==> src/rtl/vga_scan_ctrl.sv <==
// rtl/vga_scan_ctrl.sv - VGA scan counters with registered, blanked 4-4-4 colour and sync outputs
module vga_scan_ctrl #(
    parameter int CLK_DIV  = 4,
    parameter int H_ACTIVE = 640,
    parameter int H_FP     = 16,
    parameter int H_SYNC   = 96,
    parameter int H_BP     = 48,
    parameter int V_ACTIVE = 480,
    parameter int V_FP     = 10,
    parameter int V_SYNC   = 2,
    parameter int V_BP     = 33
) (
    input  logic        clk,
    input  logic        rst,
    input  logic [11:0] disp_value_RGB,
    input  logic        in_disp_area,
    output logic [9:0]  scan_x,
    output logic [9:0]  scan_y,
    output logic        hs,
    output logic        vs,
    output logic [3:0]  vga_r,
    output logic [3:0]  vga_g,
    output logic [3:0]  vga_b,
    output logic        video_on,
    output logic        frame_tick
);
    localparam int H_TOTAL = H_ACTIVE + H_FP + H_SYNC + H_BP;
    localparam int V_TOTAL = V_ACTIVE + V_FP + V_SYNC + V_BP;
    localparam int DIV_W   = (CLK_DIV > 1) ? $clog2(CLK_DIV) : 1;

    localparam logic [DIV_W-1:0] DIV_LAST = DIV_W'(CLK_DIV - 1);
    localparam logic [9:0] H_LAST       = 10'(H_TOTAL - 1);
    localparam logic [9:0] V_LAST       = 10'(V_TOTAL - 1);
    localparam logic [9:0] H_VIS        = 10'(H_ACTIVE);
    localparam logic [9:0] V_VIS        = 10'(V_ACTIVE);
    localparam logic [9:0] H_SYNC_FIRST = 10'(H_ACTIVE + H_FP);
    localparam logic [9:0] H_SYNC_LAST  = 10'(H_ACTIVE + H_FP + H_SYNC - 1);
    localparam logic [9:0] V_SYNC_FIRST = 10'(V_ACTIVE + V_FP);
    localparam logic [9:0] V_SYNC_LAST  = 10'(V_ACTIVE + V_FP + V_SYNC - 1);

    logic [DIV_W-1:0] div_q, div_d;
    logic [9:0]       h_cnt_q, h_cnt_d;
    logic [9:0]       v_cnt_q, v_cnt_d;
    logic [11:0]      rgb_q, rgb_d;
    logic             video_on_q, video_on_d;
    logic             hs_q, hs_d;
    logic             vs_q, vs_d;
    logic             frame_tick_q, frame_tick_d;

    logic pix_en;
    logic h_last;
    logic v_last;
    logic active;

    // With CLK_DIV = 1 the divider is pinned at 0, so pix_en is constantly high.
    assign pix_en = (div_q == DIV_LAST);
    assign h_last = (h_cnt_q == H_LAST);
    assign v_last = (v_cnt_q == V_LAST);
    assign active = (h_cnt_q < H_VIS) && (v_cnt_q < V_VIS);

    always_comb begin
        div_d        = pix_en ? '0 : div_q + 1'b1;
        h_cnt_d      = h_cnt_q;
        v_cnt_d      = v_cnt_q;
        rgb_d        = rgb_q;
        video_on_d   = video_on_q;
        hs_d         = hs_q;
        vs_d         = vs_q;
        frame_tick_d = pix_en && h_last && v_last;
        if (pix_en) begin
            h_cnt_d = h_last ? '0 : h_cnt_q + 10'd1;
            if (h_last) begin
                v_cnt_d = v_last ? '0 : v_cnt_q + 10'd1;
            end
            // Output stage samples the position being left, so it trails the counters by one pixel.
            rgb_d      = (active && in_disp_area) ? disp_value_RGB : 12'h000;
            video_on_d = active;
            hs_d       = !((h_cnt_q >= H_SYNC_FIRST) && (h_cnt_q <= H_SYNC_LAST));
            vs_d       = !((v_cnt_q >= V_SYNC_FIRST) && (v_cnt_q <= V_SYNC_LAST));
        end
    end

    always_ff @(posedge clk) begin
        if (!rst) begin
            div_q        <= '0;
            h_cnt_q      <= '0;
            v_cnt_q      <= '0;
            rgb_q        <= '0;
            video_on_q   <= 1'b0;
            hs_q         <= 1'b1;
            vs_q         <= 1'b1;
            frame_tick_q <= 1'b0;
        end else begin
            div_q        <= div_d;
            h_cnt_q      <= h_cnt_d;
            v_cnt_q      <= v_cnt_d;
            rgb_q        <= rgb_d;
            video_on_q   <= video_on_d;
            hs_q         <= hs_d;
            vs_q         <= vs_d;
            frame_tick_q <= frame_tick_d;
        end
    end

    assign scan_x     = h_cnt_q;
    assign scan_y     = v_cnt_q;
    assign hs         = hs_q;
    assign vs         = vs_q;
    assign vga_r      = rgb_q[11:8];
    assign vga_g      = rgb_q[7:4];
    assign vga_b      = rgb_q[3:0];
    assign video_on   = video_on_q;
    assign frame_tick = frame_tick_q;
endmodule

==> config.mk <==
export PLATFORM = sky130hd
export DESIGN_NAME = vga_scan_ctrl
export DESIGN_NICKNAME = d
export VERILOG_FILES = /design/src/rtl/vga_scan_ctrl.sv
export SDC_FILE = /design/constraint.sdc
export NUM_CORES = 1
export LEC_CHECK = 0
export CAP_MARGIN = 20
export CORE_UTILIZATION = 41
export CTS_CLUSTER_DIAMETER = 40
export DETAILED_ROUTE_END_ITERATION = 10
export PLACE_DENSITY = 0.74
export SYNTH_ARGS = -nofsm -noshare
export SYNTH_HDL_FRONTEND = slang
export SYNTH_SLANG_ARGS = --single-unit
==> constraint.sdc <==
create_clock -name clk -period 1.7 [get_ports clk]
set_clock_uncertainty 0.2 [all_clocks]
set_input_delay 0.255 -clock clk [delete_from_list [all_inputs] [get_ports clk]]
set_output_delay 0.255 -clock clk [all_outputs]
set_load 0.005 [all_outputs]
======== Word-level counts from Yosys, hierarchy flattened ========
Index checks and enable logic that the tools add are counted.
W data, S select, Z words.
cells by class
  add/sub/neg operators ................... 3
  magnitude comparators ................... 6
  equal/unequal tests ..................... 3
  multiplexer cells ....................... 3
  bitwise logic cells ..................... 1
  reduce and logical (&&, ||, !) cells .... 10
operators by type and width
  kind                     count
  $add A10 B1 Y10 const B  2
  $eq A10 B10 Y1 const B   2
  $mux W10                 2
  $mux W12                 1
  $ge A10 B10 Y1 const B   1
  $ge A10 B9 Y1 const B    1
  $le A10 B10 Y1 const B   1
  $le A10 B9 Y1 const B    1
  $lt A10 B10 Y1 const B   1
  $lt A10 B9 Y1 const B    1
  $logic_and A1 B1 Y1      6
  $add A2 B1 Y2 const B    1
  $eq A2 B2 Y1 const B     1
  $logic_not A1 Y1         2
  $reduce_and A2 Y1        1
  $reduce_or A2 Y1         1
  $not A1 Y1               1
storage, ports and cells
  flip-flop bits (word level) ............. 38
  bits of input ports ..................... 15
  output and inout bits ................... 36
  logic and storage cells ................. 34

======== Depth between registers and ports, before layout ========
Gate-level depths: netlist of the first run.
  depth after elaboration ................. 4
  gate-level depth with buffers ........... 6
  gate-level depth less buffers ........... 6

======== Worst setup path before layout of the first run ========
Ideal clock, no wire load.
  path kind ............................... register to register
  from .................................... register h_cnt_q[0] (netlist: scan_x[0])
  to ...................................... register v_cnt_q[0] (netlist: scan_y[0])
  library setup time ...................... 0.121 ns
  arrival ................................. 1.624 ns
  data required time ...................... 1.379 ns
  slack ................................... -0.245 ns
  cell stages (with the launch flop) ...... 7
  buffers on the path ..................... 1
  period minus slack after synthesis ...... 1.945 ns
  cells stage by stage .................... dfxtp_1 -> ha_1 -> nand4_4 -> or3_4 -> buf_6 -> o21ai_4 -> nor2_1
on the way
  cells in the longest elaborated chain, start to end .. 2
RTL lines
  what                                RTL line  RTL
  start: declaration                  42        logic [9:0] h_cnt_q, h_cnt_d;
  start signal: assignment            95        h_cnt_q <= h_cnt_d;
  $eq A10 B10 Y1                      57        assign h_last = (h_cnt_q == H_LAST);
  $reduce_and A2 Y1 (no source line)  --
  end signal: assignment              96        v_cnt_q <= v_cnt_d;
  end: declaration                    43        logic [9:0] v_cnt_q, v_cnt_d;
Every way passes these cells.
A chain may end at the register's enable or synchronous reset.

======== Worst setup path after layout of the first run ========
  from .................................... register div_q[0]
  to ...................................... register v_cnt_q[1] (netlist: scan_y[1])
on the way
  cells in the longest elaborated chain, start to end .. 2
RTL lines
  what                                RTL line  RTL
  start: declaration                  41        logic [DIV_W-1:0] div_q, div_d;
  start signal: assignment            94        div_q <= div_d;
  $eq A2 B2 Y1                        56        assign pix_en = (div_q == DIV_LAST);
  $reduce_and A2 Y1 (no source line)  --
Every way passes these cells.

==> results of run 1 <==
placed cells by master (no fill, tap or decap), types with 2 or more instances in the layout:
cell type                         count
sky130_fd_sc_hd__and4_4               2
sky130_fd_sc_hd__nand4_1              3
sky130_fd_sc_hd__ha_4                 2
sky130_fd_sc_hd__and4_1               3
sky130_fd_sc_hd__a22o_1              12
sky130_fd_sc_hd__buf_4               37
sky130_fd_sc_hd__mux2i_1              2
sky130_fd_sc_hd__inv_1                5
sky130_fd_sc_hd__nand2b_1             2
sky130_fd_sc_hd__nor4_4               3
sky130_fd_sc_hd__clkdlybuf4s50_1     36
sky130_fd_sc_hd__ha_1                 3
sky130_fd_sc_hd__xnor2_1              9
sky130_fd_sc_hd__nor2_1              23
sky130_fd_sc_hd__dfxtp_2             16
sky130_fd_sc_hd__dlygate4sd2_1       13
sky130_fd_sc_hd__buf_6                2
sky130_fd_sc_hd__nand3_1              6
sky130_fd_sc_hd__dfxtp_1             16
sky130_fd_sc_hd__nand2_1              4
sky130_fd_sc_hd__a21oi_1              4
sky130_fd_sc_hd__clkbuf_8             6
sky130_fd_sc_hd__nor4_2               4
sky130_fd_sc_hd__nor3_1               2
sky130_fd_sc_hd__xor2_1               5
sky130_fd_sc_hd__o21ai_0              3
sky130_fd_sc_hd__dfxtp_4              6
metrics by stage:
step / instances / setup WS [ns] / hold slack, ns
after global routing: 303 / -0.1191 / 0.2533
after CTS: 298 / -0.02561 / 0.2423
final: 303 / -0.05560 / 0.2501
after detailed placement: 282 / -0.1024 / 0.2662
after global placement: 282 / -0.01554 / 0.2549
after floorplan: 164 / -0.05025 / 0.1169
power by group through the flow:
| stage | Combinational (mW) | Clock, mW | Sequential [mW] |
|---|---|---|---|
| after floorplan | 0.0464 | 0 | 0.940 |
| after detailed placement | 0.131 | 0 | 0.939 |
| after global routing | 0.146 | 0.704 | 0.914 |
| after global placement | 0.127 | 0 | 0.938 |
| after CTS | 0.134 | 0.665 | 0.913 |
| final | 0.134 | 0.655 | 0.913 |
per-layer routing:
layer / vias to the layer above / wire (um)
li1: 766 / -
met1: 773 / 2086
met2: 60 / 2358
met3: 14 / 250
met4: 0 / 111
met5: - / 0
registers in the layout, summed over array words and instances (netlist names):
| register | flops |
|---|---|
| vs | 1 |
| hs | 1 |
| video_on | 1 |
| scan_x | 10 |
| div_q | 2 |
| frame_tick | 1 |
| rgb_q | 12 |
| scan_y | 10 |
layout make-up:
cell class,count,area (um^2),area share
multi-input combinational,114,950.9,0.3497
sequential,38,803.3,0.2954
timing repair buffer,89,787.0,0.2895
clock buffer,6,82.58,0.03037
tap,48,60.06,0.02209
inverter,6,22.52,0.008283
clock inverter,2,12.51,0.004602
cell families (layout without fill, tap and decap cells):
kind of cell / count (synthesis) / count (layout) / synth area share
adder cells (fa/ha/maj): 5 / 5 / 0.03748
flip-flops: 38 / 38 / 0.4558
buffers and inverters: 12 / 103 / 0.03973
AND/OR/NAND/NOR: 70 / 70 / 0.2729
AO/OA/AOI/OAI: 23 / 23 / 0.1087
XOR/XNOR: 14 / 14 / 0.07346
multiplexers: 2 / 2 / 0.01199
what timing repair did:
| item | 4_1_cts | 5_1_grt |
|---|---|---|
| resized for setup | 43 | 11 |
| pin swaps | 3 | 6 |
| setup endpoints to repair | 46 | 30 |
| buffers inserted | 8 | 5 |
worst min-delay path by stage:
stage / start / cells after the start / endpoint / slack [ns]
5_1_grt: div_q[0]$_SDFF_PP0_ / 1 / div_q[0]$_SDFF_PP0_ / 0.25
2_1_floorplan: rst / 1 / vs$_SDFFE_PN1N_ / 0.12
6_report: div_q[0]$_SDFF_PP0_ / 1 / div_q[0]$_SDFF_PP0_ / 0.25
4_1_cts: div_q[0]$_SDFF_PP0_ / 1 / div_q[0]$_SDFF_PP0_ / 0.24
3_5_place_dp: rgb_q[9]$_SDFFE_PN0N_ / 1 / rgb_q[9]$_SDFFE_PN0N_ / 0.27
3_3_place_gp: div_q[0]$_SDFF_PP0_ / 1 / div_q[0]$_SDFF_PP0_ / 0.25
==> impl_results.html, run 1 <==
<table>
<tr><th>Metric</th><th>Value</th></tr>
<tr><th colspan="2">Outcome</th></tr>
<tr><td>Outcome</td><td>finished, violations left</td></tr>
<tr><td>Violations in the final reports</td><td>setup timing</td></tr>
<tr><th colspan="2">Global route</th></tr>
<tr><td>Met2 track demand over resource in global routing</td><td>0.3839</td></tr>
<tr><td>Aggregate global routing overflow</td><td>0</td></tr>
<tr><td>Peak-usage layer in the global routing report</td><td>met2</td></tr>
<tr><td>Fraction of met1 tracks used by global routing</td><td>0.2731</td></tr>
<tr><td>Number of antenna violations at the first check in global routing</td><td>0</td></tr>
<tr><td>Via count of the first global-routing pass</td><td>1615</td></tr>
<tr><td>Total global-route track usage</td><td>0.2313</td></tr>
<tr><td>Grt met3 use</td><td>0.05690</td></tr>
<tr><td>Maximum number of pins on one net before global-route repair</td><td>14</td></tr>
<tr><td>Global-route wire length before repair</td><td>7507 um</td></tr>
<tr><th colspan="2">Cells and area</th></tr>
<tr><td>Ratio of cells with drive above 1 in the final layout</td><td>0.3608</td></tr>
<tr><td>Non-Filler Cell Area, Final</td><td>0.002719 mm^2</td></tr>
<tr><td>N_diodes</td><td>0</td></tr>
<tr><td>Core occupancy in the finished layout</td><td>0.7210</td></tr>
<tr><td>Filler Cell Count</td><td>253</td></tr>
<tr><td>Layout net count</td><td>274</td></tr>
<tr><td>Layout area overhead</td><td>62.89%</td></tr>
<tr><th colspan="2">Min path</th></tr>
<tr><td>Hold crit path type</td><td>register to register</td></tr>
<tr><th colspan="2">Routing</th></tr>
<tr><td>Aggregate routed wire length</td><td>4807 um</td></tr>
<tr><td>Vias after detailed routing</td><td>1613</td></tr>
<tr><td>Count of TritonRoute iterations in the first routing pass</td><td>4</td></tr>
<tr><td>Final routed wire length divided by cell count</td><td>15.86 um</td></tr>
<tr><td>Drt via density</td><td>5.323</td></tr>
<tr><td>Iteration-0 DRC Markers</td><td>84</td></tr>
<tr><td>Number of routed nets with antenna violations</td><td>0</td></tr>
<tr><td>Post-route DRC</td><td>0</td></tr>
<tr><th colspan="2">Setup path</th></tr>
<tr><td>Levels on crit path</td><td>5</td></tr>
<tr><td>Critical-path cell with the highest stage delay</td><td>sky130_fd_sc_hd__or3_4</td></tr>
<tr><td>CP bufs+invs</td><td>0</td></tr>
<tr><td>Endpoint required time on the critical path</td><td>1.68 ns</td></tr>
<tr><td>FF-to-FF setup slack</td><td>-0.06 ns</td></tr>
<tr><td>Cells on worst reg2reg path</td><td>5</td></tr>
<tr><td>Cell family with most CP delay</td><td>simple AND/OR/NAND/NOR gates</td></tr>
<tr><td>Startpoint kind of the worst setup timing path</td><td>register</td></tr>
<tr><td>Setup crit end kind</td><td>register</td></tr>
<tr><td>Biggest cell delay along the critical path</td><td>0.47 ns</td></tr>
<tr><td>Worst reg2reg path startpoint</td><td>div_q[0]$_SDFF_PP0_</td></tr>
<tr><td>Cells traversed along the worst timing path</td><td>ha_4 -&gt; nand4_4 -&gt; or3_4 -&gt; o21ai_4 -&gt; nor2_1</td></tr>
<tr><td>Largest fanout on the critical path</td><td>7</td></tr>
<tr><td>Kind of critical path</td><td>register to register</td></tr>
<tr><td>Endpoint of the worst register-to-register path</td><td>scan_y[1]$_SDFFE_PN0P_</td></tr>
<tr><td>Source of the critical timing path</td><td>div_q[0]$_SDFF_PP0_</td></tr>
<tr><td>Last element of the critical path</td><td>scan_y[1]$_SDFFE_PN0P_</td></tr>
<tr><td>CP Data Arrival Time</td><td>1.74 ns</td></tr>
<tr><th colspan="2">Clock network</th></tr>
<tr><td>Hold buffer count at cts</td><td>0</td></tr>
<tr><td>Clk root buf</td><td>sky130_fd_sc_hd__clkbuf_8</td></tr>
<tr><td>Worst-Skew Late Latency</td><td>0.30 ns</td></tr>
<tr><td>CTS tree</td><td>built</td></tr>
<tr><td>H-tree depth</td><td>2</td></tr>
<tr><td>Maximum number of buffers from clock root to sink</td><td>2</td></tr>
<tr><td>CTS clock-pin slew for the worst setup and hold paths</td><td>0.08 ns</td></tr>
<tr><td>Sinks on the clock net</td><td>38</td></tr>
<tr><td>TritonCTS Buffers</td><td>5</td></tr>
<tr><th colspan="2">Die</th></tr>
<tr><td>Overall die area</td><td>0.004330 mm^2</td></tr>
<tr><td>Effective utilization at floorplan</td><td>0.4426</td></tr>
<tr><td>Placeable core region</td><td>0.003771 mm^2</td></tr>
<tr><td>Horizontal die dimension</td><td>65.81 um</td></tr>
<tr><td>Die Span Y</td><td>65.81 um</td></tr>
<tr><td>Site Rows</td><td>22</td></tr>
<tr><td>Number of top-level pins</td><td>51</td></tr>
<tr><th colspan="2">Synth</th></tr>
<tr><td>Library cells used by synthesis</td><td>43</td></tr>
<tr><td>Ys async rst share</td><td>0</td></tr>
<tr><td>Area share of the leading cell type in the synthesized netlist</td><td>0.4558</td></tr>
<tr><td>Number of instances in the synthesized netlist</td><td>164</td></tr>
<tr><td>Most common cell in the synthesized netlist</td><td>sky130_fd_sc_hd__dfxtp_1</td></tr>
<tr><td>Sequential element share of the synthesized area</td><td>0.4558</td></tr>
<tr><td>Cell Area, Synth</td><td>0.001669 mm^2</td></tr>
<tr><td>Average cell area after synthesis</td><td>10.18 um^2</td></tr>
<tr><td>Leading register cell type out of synthesis</td><td>sky130_fd_sc_hd__dfxtp_1</td></tr>
<tr><td>Ys Warns</td><td>0</td></tr>
<tr><td>Cell types with the largest area share after synthesis</td><td>sky130_fd_sc_hd__dfxtp_1 46%, sky130_fd_sc_hd__a22o_1 6.3%, sky130_fd_sc_hd__nor2_1 5.2%, sky130_fd_sc_hd__xnor2_1 4.7%, sky130_fd_sc_hd__ha_1 3.7%</td></tr>
<tr><td>Number of synthesized register bits</td><td>38</td></tr>
<tr><td>Area leader, netlist</td><td>sky130_fd_sc_hd__dfxtp_1</td></tr>
<tr><td>Synthesized netlist net count</td><td>184</td></tr>
<tr><td>Number of flops mapped to enable cells by yosys</td><td>0</td></tr>
<tr><td>Most instantiated cells after synthesis</td><td>38 x sky130_fd_sc_hd__dfxtp_1, 23 x sky130_fd_sc_hd__nor2_1, 12 x sky130_fd_sc_hd__a22o_1, 9 x sky130_fd_sc_hd__xnor2_1</td></tr>
<tr><th colspan="2">Power and ir drop</th></tr>
<tr><td>Switching share of total power</td><td>0.2325</td></tr>
<tr><td>Fraction of power consumed by the clock network</td><td>0.385</td></tr>
<tr><td>Worst IR drop on VDD</td><td>0.4746 mV</td></tr>
<tr><td>Static leakage</td><td>1.168 nW</td></tr>
<tr><td>Tot Pwr</td><td>1.702 mW</td></tr>
<tr><td>Power share of the sequential group</td><td>0.536</td></tr>
<tr><td>Power share of the combinational group</td><td>0.079</td></tr>
<tr><td>Power per cell area</td><td>626.0 mW/mm^2</td></tr>
<tr><td>Internal</td><td>1.306 mW</td></tr>
<tr><td>Sw power</td><td>0.3957 mW</td></tr>
<tr><th colspan="2">Job</th></tr>
<tr><td>Max-capacitance violation count</td><td>0</td></tr>
<tr><th colspan="2">Timing</th></tr>
<tr><td>Final setup viols</td><td>11</td></tr>
<tr><td>Final setup slack of the worst path</td><td>-0.05560 ns</td></tr>
<tr><td>RSZ-0062 raised after global routing</td><td>yes</td></tr>
<tr><td>Final worst-path cycle share</td><td>1.033</td></tr>
<tr><td>Transition time of the tightest slew-check pin</td><td>0.3092 ns</td></tr>
<tr><td>Shortest clock period the worst path allows after layout</td><td>1.756 ns</td></tr>
<tr><td>Max transition margin</td><td>0.7912</td></tr>
<tr><td>Total count of max-transition violations in the final report</td><td>0</td></tr>
<tr><td>Final count of hold timing violations</td><td>0</td></tr>
<tr><td>Achievable clock frequency</td><td>569.6 MHz</td></tr>
<tr><td>Total negative setup slack</td><td>-0.3416 ns</td></tr>
<tr><th colspan="2">Place</th></tr>
<tr><td>DPL Wire Length</td><td>3292 um</td></tr>
<tr><td>Area post-placement</td><td>0.002415 mm^2</td></tr>
<tr><td>Gp weighted congestion</td><td>0.8906</td></tr>
<tr><td>Number of buffer cells added on primary ports</td><td>50</td></tr>
</table>
Note: power is estimated with default switching activity, not from simulation.
==> inputs of run 2 (changes only) <==
Settings changed: CORE_UTILIZATION 41 to 43, CTS_BUF_LIST set to sky130_fd_sc_hd__clkbuf_8, CTS_CLUSTER_SIZE set to 10, PLACE_DENSITY 0.74 to 0.77, SETUP_SLACK_MARGIN set to 0.2.
==> run 2 against run 1 <==
The run still ends with setup timing left. Highest routed layer unchanged. Via count is 2.4% higher. Non-clock buffer count grew 3. Sequential power down 0.5%. Count of clock-buffer cells in the layout is 1 lower. Total power rose by 16%. Setup slack lost 0.058 ns. Sequential share of layout area down 0.070 points.
==> impl_results.html, run 2 (synthesis results as in run 1) <==
<table>
<tr><th>Metric</th><th>Value</th></tr>
<tr><th colspan="2">Setup path</th></tr>
<tr><td>Kind of critical path</td><td>register to register (unchanged)</td></tr>
<tr><td>Startpoint kind of the worst setup timing path</td><td>register (unchanged)</td></tr>
<tr><td>Cells traversed along the worst timing path</td><td>ha_4 -&gt; nand4_4 -&gt; or3_4 -&gt; o21ai_4 -&gt; nor2_1 (unchanged)</td></tr>
<tr><td>Biggest cell delay along the critical path</td><td>0.48 ns (was 0.47 ns)</td></tr>
<tr><td>Cell family with most CP delay</td><td>simple AND/OR/NAND/NOR gates (unchanged)</td></tr>
<tr><td>Endpoint required time on the critical path</td><td>1.68 ns (about the same)</td></tr>
<tr><td>Setup crit end kind</td><td>register (unchanged)</td></tr>
<tr><td>Largest fanout on the critical path</td><td>7 (unchanged)</td></tr>
<tr><td>FF-to-FF setup slack</td><td>-0.11 ns (was -0.06 ns)</td></tr>
<tr><td>CP bufs+invs</td><td>0 (unchanged)</td></tr>
<tr><td>CP Data Arrival Time</td><td>1.79 ns (was 1.74 ns)</td></tr>
<tr><td>Critical-path cell with the highest stage delay</td><td>sky130_fd_sc_hd__or3_4 (unchanged)</td></tr>
<tr><th colspan="2">Global route</th></tr>
<tr><td>Via count of the first global-routing pass</td><td>1684 (was 1615)</td></tr>
<tr><td>Aggregate global routing overflow</td><td>0 (unchanged)</td></tr>
<tr><td>Total global-route track usage</td><td>0.2612 (was 0.2313)</td></tr>
<tr><td>Number of antenna violations at the first check in global routing</td><td>0 (unchanged)</td></tr>
<tr><td>Global-route wire length before repair</td><td>8148 um (was 7507 um)</td></tr>
<tr><td>Maximum number of pins on one net before global-route repair</td><td>15 (was 14)</td></tr>
<tr><th colspan="2">Power and ir drop</th></tr>
<tr><td>Power share of the sequential group</td><td>0.461 (was 0.536)</td></tr>
<tr><td>Switching share of total power</td><td>0.2079 (was 0.2325)</td></tr>
<tr><td>Power per cell area</td><td>700.7 mW/mm^2 (was 626.0 mW/mm^2)</td></tr>
<tr><td>Fraction of power consumed by the clock network</td><td>0.470 (was 0.385)</td></tr>
<tr><td>Worst IR drop on VDD</td><td>0.4828 mV (was 0.4746 mV)</td></tr>
<tr><td>Sw power</td><td>0.4094 mW (was 0.3957 mW)</td></tr>
<tr><td>Tot Pwr</td><td>1.969 mW (was 1.702 mW)</td></tr>
<tr><td>Internal</td><td>1.560 mW (was 1.306 mW)</td></tr>
<tr><td>Static leakage</td><td>1.291 nW (was 1.168 nW)</td></tr>
<tr><td>Power share of the combinational group</td><td>0.069 (was 0.079)</td></tr>
<tr><th colspan="2">Timing</th></tr>
<tr><td>Achievable clock frequency</td><td>551.5 MHz (was 569.6 MHz)</td></tr>
<tr><td>Final setup slack of the worst path</td><td>-0.1132 ns (was -0.05560 ns)</td></tr>
<tr><td>RSZ-0062 raised after global routing</td><td>yes (unchanged)</td></tr>
<tr><td>Transition time of the tightest slew-check pin</td><td>0.3936 ns (was 0.3092 ns)</td></tr>
<tr><td>Total count of max-transition violations in the final report</td><td>0 (unchanged)</td></tr>
<tr><td>Shortest clock period the worst path allows after layout</td><td>1.813 ns (was 1.756 ns)</td></tr>
<tr><td>Final count of hold timing violations</td><td>0 (unchanged)</td></tr>
<tr><td>Final worst-path cycle share</td><td>1.067 (was 1.033)</td></tr>
<tr><td>Final setup viols</td><td>17 (was 11)</td></tr>
<tr><td>Max transition margin</td><td>0.7352 (was 0.7912)</td></tr>
<tr><th colspan="2">Die</th></tr>
<tr><td>Site Rows</td><td>22 (unchanged)</td></tr>
<tr><td>Effective utilization at floorplan</td><td>0.4525 (was 0.4426)</td></tr>
<tr><td>Number of top-level pins</td><td>51 (unchanged)</td></tr>
<tr><td>Die Span Y</td><td>64.30 um (was 65.81 um)</td></tr>
<tr><td>Horizontal die dimension</td><td>64.30 um (was 65.81 um)</td></tr>
<tr><td>Overall die area</td><td>0.004134 mm^2 (was 0.004330 mm^2)</td></tr>
<tr><td>Placeable core region</td><td>0.003689 mm^2 (was 0.003771 mm^2)</td></tr>
<tr><th colspan="2">Outcome</th></tr>
<tr><td>Violations in the final reports</td><td>setup timing (unchanged)</td></tr>
<tr><td>Outcome</td><td>finished, violations left (unchanged)</td></tr>
<tr><th colspan="2">Routing</th></tr>
<tr><td>Drt via density</td><td>5.378 (was 5.323)</td></tr>
<tr><td>Aggregate routed wire length</td><td>5190 um (was 4807 um)</td></tr>
<tr><td>Final routed wire length divided by cell count</td><td>16.91 um (was 15.86 um)</td></tr>
<tr><td>Number of routed nets with antenna violations</td><td>0 (unchanged)</td></tr>
<tr><td>Vias after detailed routing</td><td>1651 (was 1613)</td></tr>
<tr><td>Post-route DRC</td><td>0 (unchanged)</td></tr>
<tr><td>Count of TritonRoute iterations in the first routing pass</td><td>4 (unchanged)</td></tr>
<tr><td>Iteration-0 DRC Markers</td><td>82 (was 84)</td></tr>
<tr><th colspan="2">Clock network</th></tr>
<tr><td>Worst-Skew Late Latency</td><td>0.30 ns (about the same)</td></tr>
<tr><td>Maximum number of buffers from clock root to sink</td><td>2 (unchanged)</td></tr>
<tr><td>H-tree depth</td><td>2 (unchanged)</td></tr>
<tr><td>Hold buffer count at cts</td><td>0 (unchanged)</td></tr>
<tr><td>CTS clock-pin slew for the worst setup and hold paths</td><td>0.08 ns (about the same)</td></tr>
<tr><td>CTS tree</td><td>built (unchanged)</td></tr>
<tr><td>Sinks on the clock net</td><td>38 (unchanged)</td></tr>
<tr><td>TritonCTS Buffers</td><td>5 (unchanged)</td></tr>
<tr><td>Clk root buf</td><td>sky130_fd_sc_hd__clkbuf_8 (unchanged)</td></tr>
<tr><th colspan="2">Cells and area</th></tr>
<tr><td>Largest register by flop count</td><td>rgb_q (unchanged)</td></tr>
<tr><td>Final std cells w/o fill</td><td>307 (was 303)</td></tr>
<tr><td>Commonest non-fill, non-tap cell in the layout</td><td>sky130_fd_sc_hd__buf_4 (unchanged)</td></tr>
<tr><td>Commonest non-fill, non-tap cells in the layout</td><td>38 x sky130_fd_sc_hd__buf_4, 26 x sky130_fd_sc_hd__dlygate4sd2_1, 24 x sky130_fd_sc_hd__dfxtp_2 (was 37 x sky130_fd_sc_hd__buf_4, 36 x sky130_fd_sc_hd__clkdlybuf4s50_1, 23 x sky130_fd_sc_hd__nor2_1)</td></tr>
<tr><td>Layout net count</td><td>278 (was 274)</td></tr>
<tr><td>Number of flip-flops under the largest register name</td><td>12 (unchanged)</td></tr>
<tr><td>Ratio of cells with drive above 1 in the final layout</td><td>0.4247 (was 0.3608)</td></tr>
<tr><td>Layout area overhead</td><td>68.37% (was 62.89%)</td></tr>
<tr><td>N_diodes</td><td>0 (unchanged)</td></tr>
<tr><th colspan="2">Min path</th></tr>
<tr><td>Hold crit path type</td><td>register to register (unchanged)</td></tr>
<tr><th colspan="2">Place</th></tr>
<tr><td>Gp weighted congestion</td><td>0.7734 (was 0.8906)</td></tr>
<tr><td>Placed cell count</td><td>276 (was 282)</td></tr>
<tr><td>DPL Wire Length</td><td>3091 um (was 3292 um)</td></tr>
<tr><td>Number of buffer cells added on primary ports</td><td>50 (unchanged)</td></tr>
<tr><th colspan="2">Job</th></tr>
<tr><td>Max-capacitance violation count</td><td>0 (unchanged)</td></tr>
</table>
[run 2: cell types whose count changed in the layout (fill, tap and decap cells not counted), moves of 3 or more]
cell	change
sky130_fd_sc_hd__clkdlybuf4s50_1	-21
sky130_fd_sc_hd__dfxtp_1	-12
sky130_fd_sc_hd__clkdlybuf4s15_1	+6
sky130_fd_sc_hd__dfxtp_4	+4
sky130_fd_sc_hd__nor4_1	+4
sky130_fd_sc_hd__nor4_2	-3
sky130_fd_sc_hd__dfxtp_2	+8
sky130_fd_sc_hd__dlygate4sd2_1	+13
[run 2: worst paths after layout]
check,start,end,depth (start not counted)
setup / recovery,div_q[0]$_SDFF_PP0_,scan_y[2]$_SDFFE_PN0P_,5
hold / removal,rgb_q[9]$_SDFFE_PN0N_,rgb_q[9]$_SDFFE_PN0N_,1
setup reg to reg,div_q[0]$_SDFF_PP0_,scan_y[2]$_SDFFE_PN0P_,5
hold reg to reg,rgb_q[9]$_SDFFE_PN0N_,rgb_q[9]$_SDFFE_PN0N_,1
[run 2: area by class of cell]
cell class                      count  area [um^2]
Clock buffer                        5        68.82
Clock inverter                      3        68.82
Fill cell                         246        878.3
Inverter                            6        22.52
Multi-Input combinational cell    115        963.4
Sequential cell                    38        828.3
Tap cell                           48        60.06
Timing Repair Buffer               92        798.3
[run 2: power by group through the flow]
stage | combinational [mW] | clock [mW] | sequential, mW
2_1_floorplan | 0.0467 | 0 | 0.937
3_3_place_gp | 0.125 | 0 | 0.935
3_5_place_dp | 0.129 | 0 | 0.936
4_1_cts | 0.129 | 0.940 | 0.911
5_1_grt | 0.147 | 0.978 | 0.910
6_report | 0.135 | 0.926 | 0.908
[run 2: layer usage]
| layer | GRT usage | vias to the layer above | wire length, um | share of wire |
|---|---|---|---|---|
| met5 | 0 | - | 0 | 0 |
| met3 | 0.06250 | 16 | 317 | 0.061 |
| li1 | - | 778 | - | - |
| met4 | 0.1222 | 0 | 164 | 0.032 |
| met2 | 0.4224 | 67 | 2572 | 0.50 |
| met1 | 0.3245 | 790 | 2136 | 0.41 |
[run 2: repair_timing]
item | 4_1_cts | 5_1_grt
pin swaps | 15 | 6
cloned | 1 | 0
setup endpoints to repair | 68 | 42
buffers inserted | 18 | 4
gates resized for setup | 75 | 19
[run 2: per-stage QoR]
stage	util	setup slack [ns]	area (um^2)	hold WS [ns]	setup TNS [ns]
final	0.7619	-0.1132	2810	0.2738	-1.378
after global routing	0.7619	-0.2160	2810	0.2866	-2.961
after CTS	0.7374	-0.06587	2720	0.2576	-0.6649
after detailed placement	0.6506	-0.06126	2400	0.2704	-0.7934
after global placement	0.6506	-0.007148	2400	0.2569	-0.02514
after floorplan	-	-0.04864	1735	0.1169	-0.4595
==> inputs of run 3 (changes only) <==
Settings changed: RECOVER_POWER set to 50.
==> run 3 against run 2 <==
The run still ends with setup timing left. Combinational power barely moved. Wire length fell by 1.1%. Flip-flop and latch count did not move. Global-route usage did not move. Register-to-register slack barely moved. Count of clock-buffer cells in the layout did not move. Die area did not move. Clock power fell by 0.6%. Setup slack improved by 0.0043 ns. Design area fell by 0.27%. Sequential power barely moved. Largest power group unchanged. Highest routed layer unchanged.
==> impl_results.html, run 3 (synthesis results as in run 1) <==
<table>
<tr><th>Metric</th><th>Value</th></tr>
<tr><th colspan="2">Outcome</th></tr>
<tr><td>Outcome</td><td>finished, violations left (unchanged)</td></tr>
<tr><td>Violations in the final reports</td><td>setup timing (unchanged)</td></tr>
<tr><th colspan="2">Clock network</th></tr>
<tr><td>Clk root buf</td><td>sky130_fd_sc_hd__clkbuf_8 (unchanged)</td></tr>
<tr><td>CTS clock-pin slew for the worst setup and hold paths</td><td>0.08 ns (about the same)</td></tr>
<tr><td>H-tree depth</td><td>2 (unchanged)</td></tr>
<tr><td>Worst-Skew Late Latency</td><td>0.30 ns (about the same)</td></tr>
<tr><td>Hold buffer count at cts</td><td>0 (unchanged)</td></tr>
<tr><td>TritonCTS Buffers</td><td>5 (unchanged)</td></tr>
<tr><td>Sinks on the clock net</td><td>38 (unchanged)</td></tr>
<tr><td>CTS tree</td><td>built (unchanged)</td></tr>
<tr><td>Maximum number of buffers from clock root to sink</td><td>2 (unchanged)</td></tr>
<tr><th colspan="2">Place</th></tr>
<tr><td>Gp weighted congestion</td><td>0.7734 (unchanged)</td></tr>
<tr><td>Number of buffer cells added on primary ports</td><td>50 (unchanged)</td></tr>
<tr><td>DPL Wire Length</td><td>3091 um (unchanged)</td></tr>
<tr><th colspan="2">Die</th></tr>
<tr><td>Site Rows</td><td>22 (unchanged)</td></tr>
<tr><td>Effective utilization at floorplan</td><td>0.4525 (unchanged)</td></tr>
<tr><td>Horizontal die dimension</td><td>64.30 um (unchanged)</td></tr>
<tr><td>Overall die area</td><td>0.004134 mm^2 (unchanged)</td></tr>
<tr><td>Die Span Y</td><td>64.30 um (unchanged)</td></tr>
<tr><td>Placeable core region</td><td>0.003689 mm^2 (unchanged)</td></tr>
<tr><td>Number of top-level pins</td><td>51 (unchanged)</td></tr>
<tr><th colspan="2">Setup path</th></tr>
<tr><td>Startpoint kind of the worst setup timing path</td><td>register (unchanged)</td></tr>
<tr><td>Kind of critical path</td><td>register to register (unchanged)</td></tr>
<tr><td>CP Data Arrival Time</td><td>1.79 ns (about the same)</td></tr>
<tr><td>Largest fanout on the critical path</td><td>7 (unchanged)</td></tr>
<tr><td>Setup crit end kind</td><td>register (unchanged)</td></tr>
<tr><td>Cells on worst reg2reg path</td><td>5 (unchanged)</td></tr>
<tr><td>Endpoint required time on the critical path</td><td>1.68 ns (about the same)</td></tr>
<tr><td>FF-to-FF setup slack</td><td>-0.11 ns (about the same)</td></tr>
<tr><td>Source of the critical timing path</td><td>div_q[0]$_SDFF_PP0_ (unchanged)</td></tr>
<tr><td>Worst reg2reg path startpoint</td><td>div_q[0]$_SDFF_PP0_ (unchanged)</td></tr>
<tr><th colspan="2">Power and ir drop</th></tr>
<tr><td>Tot Pwr</td><td>1.965 mW (was 1.969 mW)</td></tr>
<tr><td>Power per cell area</td><td>701.2 mW/mm^2 (was 700.7 mW/mm^2)</td></tr>
<tr><td>Worst IR drop on VDD</td><td>0.4823 mV (was 0.4828 mV)</td></tr>
<tr><td>Static leakage</td><td>1.289 nW (was 1.291 nW)</td></tr>
<tr><th colspan="2">Timing</th></tr>
<tr><td>RSZ-0062 raised after global routing</td><td>yes (unchanged)</td></tr>
<tr><td>Max transition margin</td><td>0.7394 (was 0.7352)</td></tr>
<tr><td>Final worst-path cycle share</td><td>1.064 (was 1.067)</td></tr>
<tr><td>Final setup viols</td><td>17 (unchanged)</td></tr>
<tr><td>Transition time of the tightest slew-check pin</td><td>0.3874 ns (was 0.3936 ns)</td></tr>
<tr><td>Achievable clock frequency</td><td>552.8 MHz (was 551.5 MHz)</td></tr>
<tr><td>Final count of hold timing violations</td><td>0 (unchanged)</td></tr>
<tr><td>Final setup slack of the worst path</td><td>-0.1089 ns (was -0.1132 ns)</td></tr>
<tr><td>Total count of max-transition violations in the final report</td><td>0 (unchanged)</td></tr>
<tr><td>Shortest clock period the worst path allows after layout</td><td>1.809 ns (was 1.813 ns)</td></tr>
<tr><th colspan="2">Cells and area</th></tr>
<tr><td>Commonest non-fill, non-tap cell in the layout</td><td>sky130_fd_sc_hd__buf_4 (unchanged)</td></tr>
<tr><td>Core occupancy in the finished layout</td><td>0.7598 (was 0.7619)</td></tr>
<tr><td>Ratio of cells with drive above 1 in the final layout</td><td>0.4170 (was 0.4247)</td></tr>
<tr><td>Layout area overhead</td><td>67.92% (was 68.37%)</td></tr>
<tr><td>N_diodes</td><td>0 (unchanged)</td></tr>
<tr><td>Layout net count</td><td>278 (unchanged)</td></tr>
<tr><td>Largest register by flop count</td><td>rgb_q (unchanged)</td></tr>
<tr><td>Commonest non-fill, non-tap cells in the layout</td><td>38 x sky130_fd_sc_hd__buf_4, 26 x sky130_fd_sc_hd__dlygate4sd2_1, 24 x sky130_fd_sc_hd__dfxtp_2 (unchanged)</td></tr>
<tr><td>Number of flip-flops under the largest register name</td><td>12 (unchanged)</td></tr>
<tr><th colspan="2">Routing</th></tr>
<tr><td>Post-route DRC</td><td>0 (unchanged)</td></tr>
<tr><td>Iteration-0 DRC Markers</td><td>66 (was 82)</td></tr>
<tr><td>Drt via density</td><td>5.332 (was 5.378)</td></tr>
<tr><td>Aggregate routed wire length</td><td>5135 um (was 5190 um)</td></tr>
<tr><td>Count of TritonRoute iterations in the first routing pass</td><td>4 (unchanged)</td></tr>
<tr><td>Vias after detailed routing</td><td>1637 (was 1651)</td></tr>
<tr><td>Number of routed nets with antenna violations</td><td>0 (unchanged)</td></tr>
<tr><td>Final routed wire length divided by cell count</td><td>16.73 um (was 16.91 um)</td></tr>
<tr><th colspan="2">Min path</th></tr>
<tr><td>Worst hold path cell count</td><td>1 (unchanged)</td></tr>
<tr><td>HP Start</td><td>rgb_q[9]$_SDFFE_PN0N_ (unchanged)</td></tr>
<tr><td>Hold crit path type</td><td>register to register (unchanged)</td></tr>
<tr><th colspan="2">Job</th></tr>
<tr><td>Max-capacitance violation count</td><td>0 (unchanged)</td></tr>
<tr><th colspan="2">Global route</th></tr>
<tr><td>Global-route wire length before repair</td><td>8148 um (unchanged)</td></tr>
<tr><td>Aggregate global routing overflow</td><td>0 (unchanged)</td></tr>
<tr><td>Number of antenna violations at the first check in global routing</td><td>0 (unchanged)</td></tr>
<tr><td>Maximum number of pins on one net before global-route repair</td><td>15 (unchanged)</td></tr>
<tr><td>Total global-route track usage</td><td>0.2612 (unchanged)</td></tr>
<tr><td>Via count of the first global-routing pass</td><td>1684 (unchanged)</td></tr>
</table>
==> run 3: cell counts in the layout (fill, tap and decap cells not counted) <==
No cell type changed its count.
==> run 3: power breakdown <==
| group | switching [mW] | leakage [nW] | internal [mW] | total, mW |
|---|---|---|---|---|
| sequential | 0.0124 | 0.323 | 0.899 | 0.911 |
| clock | 0.332 | 0.0683 | 0.588 | 0.920 |
| combinational | 0.0582 | 0.897 | 0.0762 | 0.134 |
| total | 0.402 | 1.29 | 1.56 | 1.97 |
==> run 3: repair_timing <==
action,CTS,global route
endpoints found under the setup margin,68,42
hold endpoints to repair,0,0
buffers inserted,18,4
gates resized for setup,75,19
cloned,1,0
pin swaps,15,6
==> run 3: final cells by class <==
class                   count  area (um^2)
clock inverters             3        68.82
repair buffers             92        798.3
fillers                   250        885.9
inverters                   6        22.52
multi-input cells         115        963.4
flip-flops and latches     38        820.8
well taps                  48        60.06
clock buffers               5        68.82
==> run 3: final timing paths <==
path                                               end
worst min register to register   rgb_q[9]$_SDFFE_PN0N_
worst max-delay path            scan_y[2]$_SDFFE_PN0P_
worst min-delay path             rgb_q[9]$_SDFFE_PN0N_
worst max register to register  scan_y[2]$_SDFFE_PN0P_
==> run 3: worst max-delay path, cell delays in order (launching register included) <==
cell,delay (ns)
sky130_fd_sc_hd__dfxtp_2,0.36
sky130_fd_sc_hd__ha_4,0.15
sky130_fd_sc_hd__nand4_4,0.15
sky130_fd_sc_hd__or3_4,0.48
sky130_fd_sc_hd__o21ai_4,0.28
sky130_fd_sc_hd__nor2_1,0.07
==> run 3: metrics by stage <==
stage / TNS, ns / worst slack (ns) / cell area [um^2] / hold WS [ns] / cells
4_1_cts: -0.6649 / -0.06587 / 2720 / 0.2576 / 303
3_5_place_dp: -0.7934 / -0.06126 / 2400 / 0.2704 / 276
2_1_floorplan: -0.4595 / -0.04864 / 1735 / 0.1169 / 164
6_report: -1.283 / -0.1089 / 2803 / 0.2738 / 307
5_1_grt: -2.976 / -0.2160 / 2803 / 0.2866 / 307
3_3_place_gp: -0.02514 / -0.007148 / 2400 / 0.2569 / 276
==> run 3: routing by layer <==
metal / GRT usage / vias up / share of wire
li1: - / 778 / -
met1: 0.3245 / 771 / 0.41
met2: 0.4224 / 73 / 0.50
met3: 0.06250 / 15 / 0.067
met4: 0.1222 / 0 / 0.031
met5: 0 / - / 0
